File: src/rtl/imem_arbiter_if.sv
// Handshake and memory-port bundle between the fetch/debug requesters, the arbiter and the instruction memory.
// The arbiter uses the slave modport; the requester/memory side uses master.
interface imem_arbiter_if;
  logic        f_req_i;
  logic [31:0] f_addr_i;
  logic        f_gnt_o;
  logic        f_valid_o;
  logic [31:0] f_instr_o;
  logic        d_req_i;
  logic [31:0] d_addr_i;
  logic        d_gnt_o;
  logic        d_valid_o;
  logic [31:0] d_instr_o;
  logic [31:0] mem_addr_o;
  logic [31:0] mem_instr_i;
  logic        err_o;

  modport slave (
    input  f_req_i, f_addr_i, d_req_i, d_addr_i, mem_instr_i,
    output f_gnt_o, f_valid_o, f_instr_o, d_gnt_o, d_valid_o, d_instr_o,
    output mem_addr_o, err_o
  );

  modport master (
    output f_req_i, f_addr_i, d_req_i, d_addr_i, mem_instr_i,
    input  f_gnt_o, f_valid_o, f_instr_o, d_gnt_o, d_valid_o, d_instr_o,
    input  mem_addr_o, err_o
  );
endinterface

File: src/rtl/imem_arbiter.sv
// Fixed-priority fetch/debug arbiter for the imem read port; grant is combinational, response 1 cycle later.
// A starvation counter forces a debug grant after MAX_FGNT fetch wins; `IMEM_ARB_ALIGN_CHK_EN adds a misalignment check.
module imem_arbiter #(
  parameter int unsigned MAX_FGNT = 4
) (
  input  logic         clk_i,
  input  logic         rst_i,
  imem_arbiter_if.slave bus
);

  typedef enum logic [1:0] {IDLE, RSP_F, RSP_D} rsp_st_t;

  rsp_st_t     rsp_st;
  rsp_st_t     rsp_nxt;
  logic [3:0]  starve;
  logic [3:0]  starve_nxt;
  logic        f_gnt;
  logic        d_gnt;
  logic        starved;
  logic [31:0] mem_addr;
  logic [31:0] rsp_word;
  logic [31:0] f_instr_q;
  logic [31:0] d_instr_q;

  assign starved = (starve == MAX_FGNT[3:0]);

  always_comb begin
    d_gnt    = bus.d_req_i & (~bus.f_req_i | starved);
    f_gnt    = bus.f_req_i & ~d_gnt;
    mem_addr = 32'h0;
    if (d_gnt)
      mem_addr = bus.d_addr_i;
    else if (f_gnt)
      mem_addr = bus.f_addr_i;
  end

  // Counter only advances while debug is actually waiting behind a fetch.
  always_comb begin
    starve_nxt = starve;
    if (d_gnt || !bus.d_req_i)
      starve_nxt = 4'd0;
    else if (f_gnt && !starved)
      starve_nxt = starve + 4'd1;
  end

  always_comb begin
    rsp_nxt = IDLE;
    if (f_gnt)
      rsp_nxt = RSP_F;
    else if (d_gnt)
      rsp_nxt = RSP_D;
  end

  always_ff @(posedge clk_i or negedge rst_i) begin
    if (!rst_i) begin
      rsp_st <= IDLE;
      starve <= 4'd0;
    end else begin
      rsp_st <= rsp_nxt;
      starve <= starve_nxt;
    end
  end

`ifdef IMEM_ARB_ALIGN_CHK_EN
  logic misaligned;
  logic err_q;

  assign misaligned = |mem_addr[1:0];
  assign rsp_word   = misaligned ? 32'h0 : bus.mem_instr_i;

  always_ff @(posedge clk_i or negedge rst_i) begin
    if (!rst_i)
      err_q <= 1'b0;
    else
      err_q <= (f_gnt | d_gnt) & misaligned;
  end

  assign bus.err_o = err_q;
`else
  assign rsp_word  = bus.mem_instr_i;
  assign bus.err_o = 1'b0;
`endif

  // Only the granted side captures; the other keeps its last word.
  always_ff @(posedge clk_i or negedge rst_i) begin
    if (!rst_i) begin
      f_instr_q <= 32'h0;
      d_instr_q <= 32'h0;
    end else begin
      if (f_gnt)
        f_instr_q <= rsp_word;
      if (d_gnt)
        d_instr_q <= rsp_word;
    end
  end

  assign bus.f_gnt_o    = f_gnt;
  assign bus.d_gnt_o    = d_gnt;
  assign bus.mem_addr_o = mem_addr;
  assign bus.f_valid_o  = (rsp_st == RSP_F);
  assign bus.d_valid_o  = (rsp_st == RSP_D);
  assign bus.f_instr_o  = f_instr_q;
  assign bus.d_instr_o  = d_instr_q;

endmodule

File: src/flat_wrapper.sv
// flat-port wrapper written by rule: the top's interface ports become plain ports
module imem_arbiter_flat 
#(
  parameter int unsigned MAX_FGNT = 4
)
  (clk_i, rst_i, bus_f_req_i, bus_f_addr_i, bus_d_req_i, bus_d_addr_i, bus_mem_instr_i, bus_f_gnt_o, bus_f_valid_o, bus_f_instr_o, bus_d_gnt_o, bus_d_valid_o, bus_d_instr_o, bus_mem_addr_o, bus_err_o);
  imem_arbiter_if bus_i ();
  input  logic clk_i;
  input  logic rst_i;
  input wire logic [$bits(bus_i.f_req_i)-1:0] bus_f_req_i;
  input wire logic [$bits(bus_i.f_addr_i)-1:0] bus_f_addr_i;
  input wire logic [$bits(bus_i.d_req_i)-1:0] bus_d_req_i;
  input wire logic [$bits(bus_i.d_addr_i)-1:0] bus_d_addr_i;
  input wire logic [$bits(bus_i.mem_instr_i)-1:0] bus_mem_instr_i;
  output wire logic [$bits(bus_i.f_gnt_o)-1:0] bus_f_gnt_o;
  output wire logic [$bits(bus_i.f_valid_o)-1:0] bus_f_valid_o;
  output wire logic [$bits(bus_i.f_instr_o)-1:0] bus_f_instr_o;
  output wire logic [$bits(bus_i.d_gnt_o)-1:0] bus_d_gnt_o;
  output wire logic [$bits(bus_i.d_valid_o)-1:0] bus_d_valid_o;
  output wire logic [$bits(bus_i.d_instr_o)-1:0] bus_d_instr_o;
  output wire logic [$bits(bus_i.mem_addr_o)-1:0] bus_mem_addr_o;
  output wire logic [$bits(bus_i.err_o)-1:0] bus_err_o;
  assign bus_i.f_req_i = bus_f_req_i;
  assign bus_i.f_addr_i = bus_f_addr_i;
  assign bus_i.d_req_i = bus_d_req_i;
  assign bus_i.d_addr_i = bus_d_addr_i;
  assign bus_i.mem_instr_i = bus_mem_instr_i;
  assign bus_f_gnt_o = bus_i.f_gnt_o;
  assign bus_f_valid_o = bus_i.f_valid_o;
  assign bus_f_instr_o = bus_i.f_instr_o;
  assign bus_d_gnt_o = bus_i.d_gnt_o;
  assign bus_d_valid_o = bus_i.d_valid_o;
  assign bus_d_instr_o = bus_i.d_instr_o;
  assign bus_mem_addr_o = bus_i.mem_addr_o;
  assign bus_err_o = bus_i.err_o;
  imem_arbiter #(.MAX_FGNT(MAX_FGNT)) u_core (.clk_i(clk_i), .rst_i(rst_i), .bus(bus_i));
endmodule
File: config.mk
export PLATFORM = sky130hd
export DESIGN_NAME = imem_arbiter_flat
export DESIGN_NICKNAME = d
export VERILOG_FILES = /design/src/rtl/imem_arbiter_if.sv /design/src/rtl/imem_arbiter.sv /design/src/flat_wrapper.sv
export SDC_FILE = /design/constraint.sdc
export NUM_CORES = 1
export LEC_CHECK = 0
export BUFFER_PORTS_ARGS = -buffer_cell sky130_fd_sc_hd__buf_2
export CORE_MARGIN = 5
export CORE_UTILIZATION = 44
export CTS_BUF_LIST = sky130_fd_sc_hd__clkbuf_8
export CTS_CLUSTER_SIZE = 30
export DETAILED_ROUTE_END_ITERATION = 10
export MAX_ROUTING_LAYER = met4
export PLACE_DENSITY = 0.82
export SETUP_SLACK_MARGIN = 0.2
export SLEW_MARGIN = 20
export SYNTH_ARGS = -nofsm -noshare
export SYNTH_HDL_FRONTEND = slang
export SYNTH_SLANG_ARGS = --single-unit
File: constraint.sdc
create_clock -name clk_i -period 2.32 [get_ports clk_i]
set_input_delay 0.232 -clock clk_i [delete_from_list [all_inputs] [get_ports clk_i]]
set_output_delay 0.232 -clock clk_i [all_outputs]
set_load 0.1 [all_outputs]
Word level (Yosys, flattened, before mapping):

Cells that the tools add are included.
W data, S select, Z words.

* mux-type cells: 6
* bitwise operators: 5
* equal/unequal tests: 3
* reduce and logical (&&, ||, !) cells: 5
* add/sub/neg operators: 1

Operators with widths (number)
* $mux W32: 2
* $mux W4: 2
* $add A4 B1 Y4 const B: 1
* $eq A4 B3 Y1 const B: 1
* $mux W2: 2
* $and A1 B1 Y1: 2
* $eq A2 B1 Y1 const B: 1
* $eq A2 B2 Y1 const B: 1
* $logic_not A1 Y1: 2
* $not A1 Y1: 2
* $reduce_bool A2 Y1: 1
* $logic_and A1 B1 Y1: 1
* $logic_or A1 B1 Y1: 1
* $or A1 B1 Y1: 1

* output and inout port bits: 101
* word-level logic and storage cells: 24
* register bits after elaboration: 70
* bits of input ports: 100

Depth between registers and ports, before layout:

Gate-level depths: netlist (run 1).

* depth in word-level cells: 8
* depth in mapped cells: 7
* depth with buffers taken out: 5

Worst setup path before layout (run 1):

OpenSTA, ideal clock, no wires.

* path kind: register -> output
* start: register u_core.starve[0]
* end: output port bus_mem_addr_o[22]
* path buffers: 2
* data required time: 2.088 ns
* arrival time: 1.934 ns
* slack: 0.154 ns
* cell stages (with the launch flop): 8
* cells stage by stage: dfrtp_1 -> inv_1 -> ha_1 -> nand3b_1 -> a21boi_2 -> buf_6 -> buf_4 -> a21bo_2

* longest elaborated chain between the ends: 7

RTL lines
* from (decl): line imem_arbiter.sv:15 `logic [3:0] starve;`
* from (signal assigned): line imem_arbiter.sv:60 `starve <= starve_nxt;`
* $eq A4 B3 Y1 (*): line imem_arbiter.sv:25 `assign starved = (starve == MAX_FGNT[3:0]);`
* $or A1 B1 Y1 (*): line imem_arbiter.sv:28 `d_gnt = bus.d_req_i & (~bus.f_req_i | starved);`
* $and A1 B1 Y1 (*): line imem_arbiter.sv:28
* named net bus_d_gnt_o: line flat_wrapper.sv:18 `output wire logic [$bits(bus_i.d_gnt_o)-1:0] bus_d_gnt_o;`
* $not A1 Y1: line imem_arbiter.sv:29 `f_gnt = bus.f_req_i & ~d_gnt;`
* $and A1 B1 Y1: line imem_arbiter.sv:29
* $mux W32: line imem_arbiter.sv:33 `else if (f_gnt)`
* $mux W32 (*): line imem_arbiter.sv:31 `if (d_gnt)`
* to (decl): line flat_wrapper.sv:21 `output wire logic [$bits(bus_i.mem_addr_o)-1:0] bus_mem_addr_o;`

The timed path passes the listed nets; every way through them passes the cells marked *.

Final worst setup path (run 1):

* start: register u_core.starve[0]
* end: output port bus_mem_addr_o[21]

* longest elaborated chain between the ends: 7

RTL lines (line)
* $eq A4 B3 Y1 (*): imem_arbiter.sv:25
* $or A1 B1 Y1 (*): imem_arbiter.sv:28
* $and A1 B1 Y1 (*): imem_arbiter.sv:28
* $not A1 Y1: imem_arbiter.sv:29
* $and A1 B1 Y1: imem_arbiter.sv:29
* $mux W32: imem_arbiter.sv:33
* $mux W32 (*): imem_arbiter.sv:31

Mark *: on every way between the ends. The rest lies on a longest branch, timed or not.

==> results of run 1 <==
-- flip-flops by register name, indices dropped and copies added, names as in the netlist --
register,count
u_core.bus.f_instr_o,32
u_core.starve,4
u_core.rsp_st,2
u_core.bus.d_instr_o,32
-- per-layer routing --
layer,global-route usage,vias up,part of all wire
met5,-,-,0
met4,0.0758,0,0.023
met3,0.0592,19,0.075
met2,0.406,147,0.54
met1,0.226,1354,0.36
li1,-,1268,-
-- timing repair --
item | CTS | global route
endpoints found under the hold margin | 27 | 0
pin swaps | 1 | 11
cloned | 2 | 1
gates resized for setup | 15 | 18
setup endpoints to repair | 33 | 34
hold buffers | 1 | 0
setup buffers | 7 | 2
-- kinds of logic (layout without fill, tap and decap cells) --
kind of cell,count (synthesis),in the layout,synth area share
adders and majority gates,2,2,0.00778
xor gates and xnor gates,2,2,0.00545
other,1,1,0.00117
AOI/OAI and AO/OA,34,34,0.105
muxes,64,64,0.224
buffers and inverters,22,238,0.0409
and+or+nand+nor,43,43,0.0704
DFF,70,70,0.545
-- layout by cell type, fill, tap and decap left out, drive strengths merged --
cell,netlist,final
clkbuf,3,14
nand4b,1,1
mux2,64,64
conb,1,1
xor2,1,1
nor2,4,4
ha,2,2
dfrtp,70,70
nand3b,1,1
bufinv,0,1
a21bo,32,32
xnor2,1,1
clkinvlp,0,1
nand2,1,1
nor2b,2,2
clkinv,0,1
nand3,34,34
a21boi,2,2
dlygate4sd3,0,1
buf,15,216
inv,4,4
-- worst max-delay path by stage --
stage / startpoint / end / slack, ns / cells past startpoint
finish: u_core.starve[0]$_DFFE_PN0P_ / bus_mem_addr_o[21] / 0.20 / 8
global route: u_core.starve[0]$_DFFE_PN0P_ / bus_mem_addr_o[24] / 0.09 / 8
CTS: u_core.starve[0]$_DFFE_PN0P_ / bus_mem_addr_o[2] / 0.18 / 8
detailed placement: u_core.starve[0]$_DFFE_PN0P_ / u_core.bus.d_instr_o[18]$_DFFE_PN0P_ / 0.40 / 6
global placement: u_core.starve[0]$_DFFE_PN0P_ / u_core.bus.d_instr_o[20]$_DFFE_PN0P_ / 0.47 / 6
floorplan: u_core.starve[0]$_DFFE_PN0P_ / bus_mem_addr_o[22] / 0.15 / 7
-- area by class of cell --
class | count | area (µm²) | area share
Tap cell | 99 | 124 | 0.0232
Clock buffer | 12 | 165 | 0.0309
Multi-Input combinational cell | 146 | 1480 | 0.278
Inverter | 4 | 15.0 | 0.00281
Clock inverter | 3 | 42.5 | 0.00796
Sequential cell | 70 | 1750 | 0.328
Timing Repair Buffer | 219 | 1760 | 0.330
-- report_power, final --
group          internal, mW  switching, mW
logic                 0.540           1.69
registers              1.36         0.0733
clock network         0.577          0.433
-- through the flow --
stage / util / cells / power (mW) / instance area [µm²]
2_1_floorplan: - / 238 / 3.07 / 3220
3_3_place_gp: 0.671 / 525 / 3.58 / 4810
3_5_place_dp: 0.671 / 525 / 3.62 / 4810
4_1_cts: 0.726 / 550 / 4.67 / 5210
5_1_grt: 0.745 / 553 / 4.83 / 5340
6_report: 0.745 / 553 / 4.67 / 5340
==> key figures, run 1 <==
Run status
  • Status: complete, no violations

Logic synthesis
  • Synth top area share: 0.545
  • Post-synth EDFFs: 0
  • FF+latch count, synth: 70
  • Mean Syn Cell Area: 13.5 µm²
  • Commonest cells in the netlist: 70 x dfrtp_1, 47 x mux2_2, 34 x nand3_1
  • Synth Instances: 238
  • Most common flop cell mapped by yosys: dfrtp_1
  • Yosys cell types: 22
  • Asr flop ratio synth: 1.00
  • Post-Syn Area: about 3200 µm²
  • Most numerous cell in the Yosys netlist: dfrtp_1
  • Yosys Warn Count: 0
  • Seq/Total Area, Yosys: 0.545
  • Largest cells by area after synthesis: dfrtp_1 54%, mux2_2 16%, a21bo_2 10%, mux2_1 6.0%, nand3_1 5.3%
  • Syn nets: 340
  • Leading area contributor after synthesis: dfrtp_1

Finish
  • Layout cell share with drive strength beyond 1: 0.700
  • Area Growth Syn to Fin: 66.1%
  • Layout Nets: 552
  • Fillers: 472
  • Ant diodes: 0

Global routing
  • Vias in the first global route: 3,031
  • All-Layer GR Usage: 0.221
  • Largest net degree at the start of global routing: 44
  • Initial antenna violation count: 0
  • First-pass GRT wire length: 14,800 µm
  • Global route overflow: 0

Power and ir drop
  • Leakage power: 2.64 nW
  • Pwr/cell area: 874 nW/µm²
  • Peak supply drop: ~0.73 mV

Die
  • Die area: between 9000 and 10,000 µm²
  • Num ports: 201
  • Die H: 95.5 µm
  • Die X: about 95 µm
  • Core Area: approximately 7200 µm²
  • Row count: 31
  • Starting Density: 0.448

Place
  • Global placer's final weighted congestion: 0.742
  • Place WS: 0.402 ns
  • Buffers on Ports: 199
  • Dpl hpwl: between 7000 and 8000 µm

Route
  • DR DRC count: 0
  • Vias per cell: 5.04
  • Routed Antenna Nets: 0
  • Total number of vias: 2,788
  • Drt pass-1 iters: 4
  • Final WL: about 10,000 µm
  • WL/cell: 18.5 µm
  • Initial DRC count: 95

STA
  • Setup WS post-layout: 0.202 ns
  • Hold Vio Cnt, Final: 0
  • Hold Worst Slack: 0.122 ns
  • Final setup TNS: 0 ns
  • Worst slew margin: 0.586
  • FMAX: 472 MHz
  • Final Cycle Share: 0.913
  • Max-slew violation count: 0
  • Worst-Margin Slew: 0.621 ns
  • Final count of negative-setup-slack endpoints: 0
  • RSZ-0062 raised after global routing: yes
  • Minimum clock period: 2.12 ns
  • Max Clock Skew: 0.0108 ns

Clocking
  • CTS sink count: 70
  • Insertion delay to the later sink of the worst-skew pair: around 0.34 ns
  • Total number of H-tree levels: 3
  • CTS tree: done
  • Total CTS buffers: 9
  • Clk buf depth: 2
  • Worst-path clk slew: around 0.080 ns
  • CTS root buffer: clkbuf_8

Critical path
  • Worst path max stage delay: 0.39 ns
  • Reg2Reg Capture Point: u_core.bus.d_instr_o[15]$_DFFE_PN0P_
  • CP top delay family: buffers and inverters
  • Register-to-Register Path Depth: 7
  • Critical Path Most Common Cell: buf_12
  • WP data required: 2.09 ns
  • Slowest stage cell, crit path: dfrtp_1
  • Critical path class: reg -> out
  • Startpoint types: flop
  • Worst-path cell chain: inv_2 -> ha_4 -> nand3b_1 -> a21boi_4 -> buf_6 -> buf_12 -> a21bo_2 -> buf_12
  • R2R setup slack: 0.39 ns
  • Arrival time worst endpoint: 1.89 ns
  • Critical-path maximum fanout: 10
  • Setup crit end kind: output pin
  • Reg-to-Reg Start: u_core.starve[0]$_DFFE_PN0P_
  • Worst Path Buf+Inv: 4

Min path
  • Hold Path Sink: u_core.bus.d_instr_o[22]$_DFFE_PN0P_
  • Hold path start: bus_mem_instr_i[22]
  • Worst hold path class: in -> reg
  • Hold depth: 2

Flow run
  • Max_cap viols: 0
No activity file was read; power rests on OpenSTA's default activity.
==> run 2: changes to the inputs <==
--- a/config.mk
+++ b/config.mk
@@ -8,10 +8,10 @@
 export BUFFER_PORTS_ARGS = -buffer_cell sky130_fd_sc_hd__buf_2
 export CORE_MARGIN = 5
-export CORE_UTILIZATION = 44
+export CORE_UTILIZATION = 48
 export CTS_BUF_LIST = sky130_fd_sc_hd__clkbuf_8
 export CTS_CLUSTER_SIZE = 30
 export DETAILED_ROUTE_END_ITERATION = 10
 export MAX_ROUTING_LAYER = met4
-export PLACE_DENSITY = 0.82
+export PLACE_DENSITY = 0.89
 export SETUP_SLACK_MARGIN = 0.2
 export SLEW_MARGIN = 20
==> constraint.sdc (replaced) <==
create_clock -name clk_i -period 2.57 [get_ports clk_i]
set_input_delay 0 -clock clk_i [delete_from_list [all_inputs] [get_ports clk_i]]
set_output_delay 0 -clock clk_i [all_outputs]
set_load 0.1 [all_outputs]
==> key figures, run 2 (same netlist as run 1, synthesis figures left out) <==
Power and ir drop
  • Pwr/cell area: 786 nW/µm² (was 874 nW/µm²)
  • Tot Pwr: 4.17 mW (was 4.67 mW)
  • Leakage power: 2.63 nW (was 2.64 nW)
  • Peak supply drop: 0.710 mV (was 0.732 mV)

Global routing
  • First-pass GRT wire length: 17,600 µm (was 14,800 µm)
  • Largest net degree at the start of global routing: 71 (was 44)
  • Initial antenna violation count: 0 (unchanged)
  • Global route overflow: 0 (unchanged)
  • Vias in the first global route: 3,119 (was 3,031)
  • All-Layer GR Usage: 0.277 (was 0.221)

Clocking
  • Worst-path clk slew: 0.07 ns (was 0.08 ns)
  • Total number of H-tree levels: 3 (unchanged)
  • CTS sink count: 70 (unchanged)
  • CTS tree: done (unchanged)
  • Insertion delay to the later sink of the worst-skew pair: 0.34 ns (about the same)
  • CTS root buffer: clkbuf_8 (unchanged)
  • Total CTS buffers: 9 (unchanged)
  • Clk buf depth: 2 (unchanged)
  • # resized after CTS: 0 (was 15)

STA
  • Hold Vio Cnt, Final: 0 (unchanged)
  • Final count of negative-setup-slack endpoints: 0 (unchanged)
  • Final Cycle Share: 0.816
  • Max Clock Skew: 0.0102 ns (was 0.0108 ns)
  • Final setup TNS: 0 ns (unchanged)
  • Worst slew margin: 0.436 (was 0.586)
  • Minimum clock period: 2.10 ns
  • Worst-Margin Slew: 0.846 ns (was 0.621 ns)
  • FMAX: 477 MHz
  • RSZ-0062 raised after global routing: no (was yes)
  • Max-slew violation count: 0 (unchanged)
  • Setup WS post-layout: 0.474 ns (was 0.202 ns)

Die
  • Die H: 91.9 µm (was 95.5 µm)
  • Row count: 29 (was 31)
  • Core Area: 6420 µm² (was 7180 µm²)
  • Starting Density: 0.501 (was 0.448)
  • Num ports: 201 (unchanged)
  • Die X: 91.9 µm (was 95.5 µm)
  • Die area: 8440 µm² (was 9120 µm²)

Critical path
  • Arrival time worst endpoint: 2.10 ns (was 1.89 ns)
  • Startpoint types: flop (unchanged)
  • Critical path class: reg -> out (unchanged)
  • Setup crit end kind: output pin (unchanged)
  • WP data required: 2.57 ns (was 2.09 ns)
  • Critical-path maximum fanout: 26 (was 10)

Finish
  • Layout Nets: 574 (was 552)
  • Area Growth Syn to Fin: 65.1% (was 66.1%)
  • Most common cell after layout, fill and taps aside: buf_2 (unchanged)
  • Most frequent cells in the layout: 166 x buf_2, 70 x dfrtp_1, 47 x mux2_2 (was 165 x buf_2, 70 x dfrtp_1, 47 x mux2_2)
  • Post-layout util: 0.827 (was 0.745)
  • Layout cell share with drive strength beyond 1: 0.635 (was 0.700)
  • Ant diodes: 0 (unchanged)
  • Final non-filler cell total: 554 (was 553)

Route
  • Routed Antenna Nets: 0 (unchanged)
  • WL/cell: 20.4 µm (was 18.5 µm)
  • Vias per cell: 5.22 (was 5.04)
  • DR DRC count: 0 (unchanged)
  • Drt pass-1 iters: 6 (was 4)
  • Initial DRC count: 101 (was 95)
  • Total number of vias: 2,891 (was 2,788)
  • Final WL: 11,300 µm (was 10,200 µm)

Place
  • Dpl hpwl: 7530 µm (was 7310 µm)
  • DP Cell Count: 502 (was 525)
  • Buffers on Ports: 199 (unchanged)
  • Place WS: 0.532 ns (was 0.402 ns)
  • Global placer's final weighted congestion: 0.816 (was 0.742)

Run status
  • Status: complete, no violations (unchanged)

Flow run
  • Max_cap viols: 0 (unchanged)

Min path
  • Worst hold path class: in -> reg (unchanged)
==> run 2: metal layers <==
layer | track usage | up-vias | part of all wire
met5 | - | - | 0
met4 | 0.0953 | 0 | 0.027
met3 | 0.0777 | 25 | 0.077
met2 | 0.491 | 147 | 0.55
met1 | 0.298 | 1405 | 0.35
li1 | - | 1314 | -
==> run 2: report_power, final <==
| part | leakage [nW] | switching, mW | internal (mW) |
|---|---|---|---|
| Sequential | 0.829 | 0.0763 | 1.23 |
| Clock | 0.0982 | 0.425 | 0.443 |
| Combinational | 1.71 | 1.52 | 0.475 |
| Total | 2.63 | 2.03 | 2.15 |
==> run 2: area by class of cell <==
class / instances / area [µm²]
well taps: 77 / 96.3
clock inverters: 7 / 66.3
repair buffers: 241 / 1920
multi-input cells: 146 / 1340
fillers: 347 / 1110
inverters: 4 / 15.0
flip-flops and latches: 70 / 1750
clock buffers: 9 / 124
==> run 2: repair_timing <==
item | in CTS | in global routing
endpoints found under the setup margin | 0 | 31
hold buffers | 34 | 0
buffers inserted | 0 | 2
hold endpoints to repair | 135 | 0
==> run 2: worst paths after layout <==
kind | startpoint | endpoint | slack [ns] | depth (start not counted)
setup / recovery | u_core.starve[0]$_DFFE_PN0P_ | bus_f_gnt_o | 0.47 | 7
hold / removal | bus_f_req_i | u_core.rsp_st[1]$_DFF_PN0_ | 0.32 | 2
setup reg to reg | u_core.starve[0]$_DFFE_PN0P_ | u_core.bus.d_instr_o[26]$_DFFE_PN0P_ | 0.62 | 7
hold reg to reg | u_core.bus.d_instr_o[7]$_DFFE_PN0P_ | u_core.bus.d_instr_o[7]$_DFFE_PN0P_ | 0.48 | 1
max in group asynchronous | rst_i | u_core.rsp_st[0]$_DFF_PN0_ | 1.63 | 3
min in group asynchronous | rst_i | u_core.bus.f_instr_o[30]$_DFFE_PN0N_ | 0.40 | 3
==> run 2: worst max-delay path, stage by stage, from the launching register on <==
cell and delay [ns]:
dfrtp_1 0.40, inv_1 0.06, ha_1 0.22, nand4b_2 0.11, nand2_2 0.17, buf_12 0.26
inv_1 0.09, buf_2 0.43
==> run 2: through the flow <==
stage          cell area [µm²]  hold WS [ns]
5_1_grt                   5310         0.356
3_3_place_gp              4760         0.229
6_report                  5310         0.316
2_1_floorplan             3220        -0.296
4_1_cts                   5300         0.296
3_5_place_dp              4760         0.236
==> run 3: changes to the inputs <==
ABC_AREA = 1   (was unset)
CORE_UTILIZATION = 40   (was 48)
PLACE_DENSITY = 0.78   (was 0.89)
clock period = 1.7 ns   (was 2.57 ns; I/O delays follow)
==> key figures, run 3 <==
Run status
  • Status: complete, but fails checks (was complete, no violations)
  • Failing checks: negative setup slack

Power and ir drop
  • Peak supply drop: 0.494 mV (was 0.710 mV)
  • Leakage power: 3.38 nW (was 2.63 nW)
  • Pwr/cell area: 977 nW/µm² (was 786 nW/µm²)

Clocking
  • CTS root buffer: clkbuf_8 (unchanged)
  • Insertion delay to the later sink of the worst-skew pair: 0.32 ns (was 0.34 ns)
  • CTS tree: done (unchanged)
  • Clk buf depth: 2 (unchanged)
  • Total CTS buffers: 9 (unchanged)
  • Total number of H-tree levels: 3 (unchanged)
  • CTS sink count: 70 (unchanged)
  • Worst-path clk slew: 0.07 ns (about the same)

Global routing
  • Vias in the first global route: 4,001 (was 3,119)
  • All-Layer GR Usage: 0.242 (was 0.277)
  • Largest net degree at the start of global routing: 71 (unchanged)
  • Global route overflow: 0 (unchanged)
  • First-pass GRT wire length: 18,700 µm (was 17,600 µm)
  • Initial antenna violation count: 0 (unchanged)

Place
  • Buffers on Ports: 199 (unchanged)
  • Place WS: 0.0465 ns (was 0.532 ns)
  • Global placer's final weighted congestion: 0.800 (was 0.816)
  • DP Cell Count: 702 (was 502)
  • Dpl hpwl: 8070 µm (was 7530 µm)

STA
  • Final count of negative-setup-slack endpoints: 34 (was 0)
  • Hold Worst Slack: 0.0764 ns (was 0.316 ns)
  • Max-slew violation count: 0 (unchanged)
  • FMAX: between 500 and 600 MHz
  • Minimum clock period: 1.77 ns
  • Final Cycle Share: 1.04
  • Max Clock Skew: 0.00513 ns (was 0.0102 ns)
  • Setup WS post-layout: -0.0682 ns (was 0.474 ns)
  • Final setup TNS: -1.51 ns (was 0 ns)
  • Hold Vio Cnt, Final: 0 (unchanged)
  • RSZ-0062 raised after global routing: yes (was no)

Die
  • Num ports: 201 (unchanged)
  • Starting Density: 0.404 (was 0.501)
  • Die X: 100 µm (was 91.9 µm)
  • Core Area: 8090 µm² (was 6420 µm²)
  • Die H: 100 µm (was 91.9 µm)
  • Die area: 10,100 µm² (was 8440 µm²)
  • Row count: 33 (was 29)

Route
  • Vias per cell: 5.07 (was 5.22)
  • Drt pass-1 iters: 5 (was 6)
  • Routed Antenna Nets: 0 (unchanged)
  • Total number of vias: 3,918 (was 2,891)
  • Final WL: 13,300 µm (was 11,300 µm)
  • DR DRC count: 0 (unchanged)
  • Initial DRC count: 190 (was 101)
  • WL/cell: 17.2 µm (was 20.4 µm)

Critical path
  • Critical Path Most Common Cell: buf_12 (was inv_1)
  • WP data required: 1.70 ns (was 2.57 ns)
  • Startpoint types: flop (unchanged)
  • Worst path max stage delay: 0.40 ns (was 0.43 ns)
  • Worst-path cell chain: inv_2 -> ha_4 -> nand3_4 -> nand2_8 -> buf_12 -> nand3_1 -> nand2_4 -> buf_12 (was inv_1 -> ha_1 -> nand4b_2 -> nand2_2 -> buf_12 -> inv_1 -> buf_2)
  • Critical-path maximum fanout: 20 (was 26)
  • Slowest stage cell, crit path: dfrtp_1 (was buf_2)
  • Arrival time worst endpoint: 1.77 ns (was 2.10 ns)
  • Critical path class: reg -> out (unchanged)
  • R2R setup slack: 0.06 ns (was 0.62 ns)
  • Setup crit end kind: output pin (unchanged)

Logic synthesis
  • Largest cells by area after synthesis: dfrtp_1 54%, nand2_1 22%, nand3_1 15%, buf_2 2.0%, buf_6 1.4% (was dfrtp_1 54%, mux2_2 16%, a21bo_2 10%, mux2_1 6.0%, nand3_1 5.3%)
  • Most numerous cell in the Yosys netlist: nand2_1 (was dfrtp_1)
  • Post-Syn Area: 3270 µm² (was 3220 µm²)
  • Commonest cells in the netlist: 192 x nand2_1, 98 x nand3_1, 70 x dfrtp_1 (was 70 x dfrtp_1, 47 x mux2_2, 34 x nand3_1)
  • Asr flop ratio synth: 1.00 (unchanged)
  • Syn nets: 518 (was 340)
  • Yosys Warn Count: 0 (unchanged)
  • Synth top area share: 0.536 (was 0.545)
  • FF+latch count, synth: 70 (unchanged)
  • Yosys cell types: 18 (was 22)
  • Leading area contributor after synthesis: dfrtp_1 (unchanged)
  • Synth Instances: 416 (was 238)
  • Post-synth EDFFs: 0 (unchanged)
  • Mean Syn Cell Area: 7.86 µm² (was 13.5 µm²)
  • Seq/Total Area, Yosys: 0.536 (was 0.545)
  • Most common flop cell mapped by yosys: dfrtp_1 (unchanged)

Finish
  • Ant diodes: 0 (unchanged)
  • Layout Nets: 765 (was 574)
  • Most common cell after layout, fill and taps aside: buf_2 (unchanged)
  • Final non-filler cell total: 773 (was 554)
  • Post-layout util: 0.783 (was 0.827)
  • Layout cell share with drive strength beyond 1: 0.487 (was 0.635)
  • Most frequent cells in the layout: 165 x buf_2, 159 x nand2_1, 70 x dfrtp_1 (was 166 x buf_2, 70 x dfrtp_1, 47 x mux2_2)
  • Area Growth Syn to Fin: 93.8% (was 65.1%)
  • Fillers: 529 (was 347)

Min path
  • Worst hold path class: in -> reg (unchanged)

Flow run
  • Max_cap viols: 0 (unchanged)
## run 3: layout make-up
cell class | count | area, µm² | area share
Clock buffer | 10 | 138 | 0.0217
Tap cell | 105 | 131 | 0.0207
Timing Repair Buffer | 267 | 2440 | 0.384
Inverter | 10 | 48.8 | 0.00770
Clock inverter | 6 | 30.0 | 0.00474
Sequential cell | 70 | 1750 | 0.276
Multi-Input combinational cell | 305 | 1800 | 0.285
## run 3: stage by stage
step	power, mW	area (µm²)
after floorplan	4.07	3550
after global placement	4.78	5140
after detailed placement	4.82	5140
after CTS	6.09	5890
after global routing	6.42	6340
final	6.19	6340
## run 3: final timing paths
kind | from | endpoint | depth (start not counted)
max | u_core.starve[1]$_DFFE_PN0P_ | bus_mem_addr_o[26] | 8
min | bus_d_req_i | u_core.starve[2]$_DFFE_PN0P_ | 3
max reg2reg | u_core.starve[1]$_DFFE_PN0P_ | u_core.bus.f_instr_o[20]$_DFFE_PN0N_ | 10
min reg2reg | u_core.bus.d_instr_o[18]$_DFFE_PN0P_ | u_core.bus.d_instr_o[18]$_DFFE_PN0P_ | 2
max in group asynchronous | rst_i | u_core.bus.f_instr_o[25]$_DFFE_PN0N_ | 3
min in group asynchronous | rst_i | u_core.bus.d_instr_o[12]$_DFFE_PN0P_ | 3
## run 3: cells by family after synthesis
| kind of cell | after synthesis | share of synthesized area |
|---|---|---|
| buffers and inverters | 41 | 0.0635 |
| XOR/XNOR | 2 | 0.00536 |
| AND/OR/NAND/NOR | 299 | 0.384 |
| flip-flops | 70 | 0.536 |
| other | 1 | 0.00115 |
| AO/OA/AOI/OAI | 1 | 0.00268 |
| adder cells (fa/ha/maj) | 2 | 0.00765 |
## run 3: power breakdown
group          internal, mW  leakage [nW]  switching, mW
combinational         0.771          2.40           2.34
sequential             1.84         0.878          0.101
clock                 0.551        0.0944          0.595
## run 3: what timing repair did
action / in CTS / in global routing
resized for setup: 35 / 44
cloned: 2 / 9
hold buffers: 33 / 0
setup buffers: 7 / 4
hold endpoints to repair: 134 / 0
setup endpoints to repair: 91 / 98
pin swaps: 3 / 7
## run 3: worst max-delay path: cells and delay by family (launching register included)
family / cells / cell delay, ns
buffers and inverters: 3 / 0.41
adder cells (fa/ha/maj): 1 / 0.14
AND/OR/NAND/NOR: 4 / 0.46
flip-flops: 1 / 0.40
## run 3: layer usage
metal  track usage  wire length (µm)  part of all wire  vias to the layer above
met2         0.428              7210              0.54                      210
met3        0.0577              1080             0.081                       21
met1         0.269              4800              0.36                     1860
li1              -                 -                 -                     1827
met5             -                 0                 0                        -
met4        0.0746               223             0.017                        0
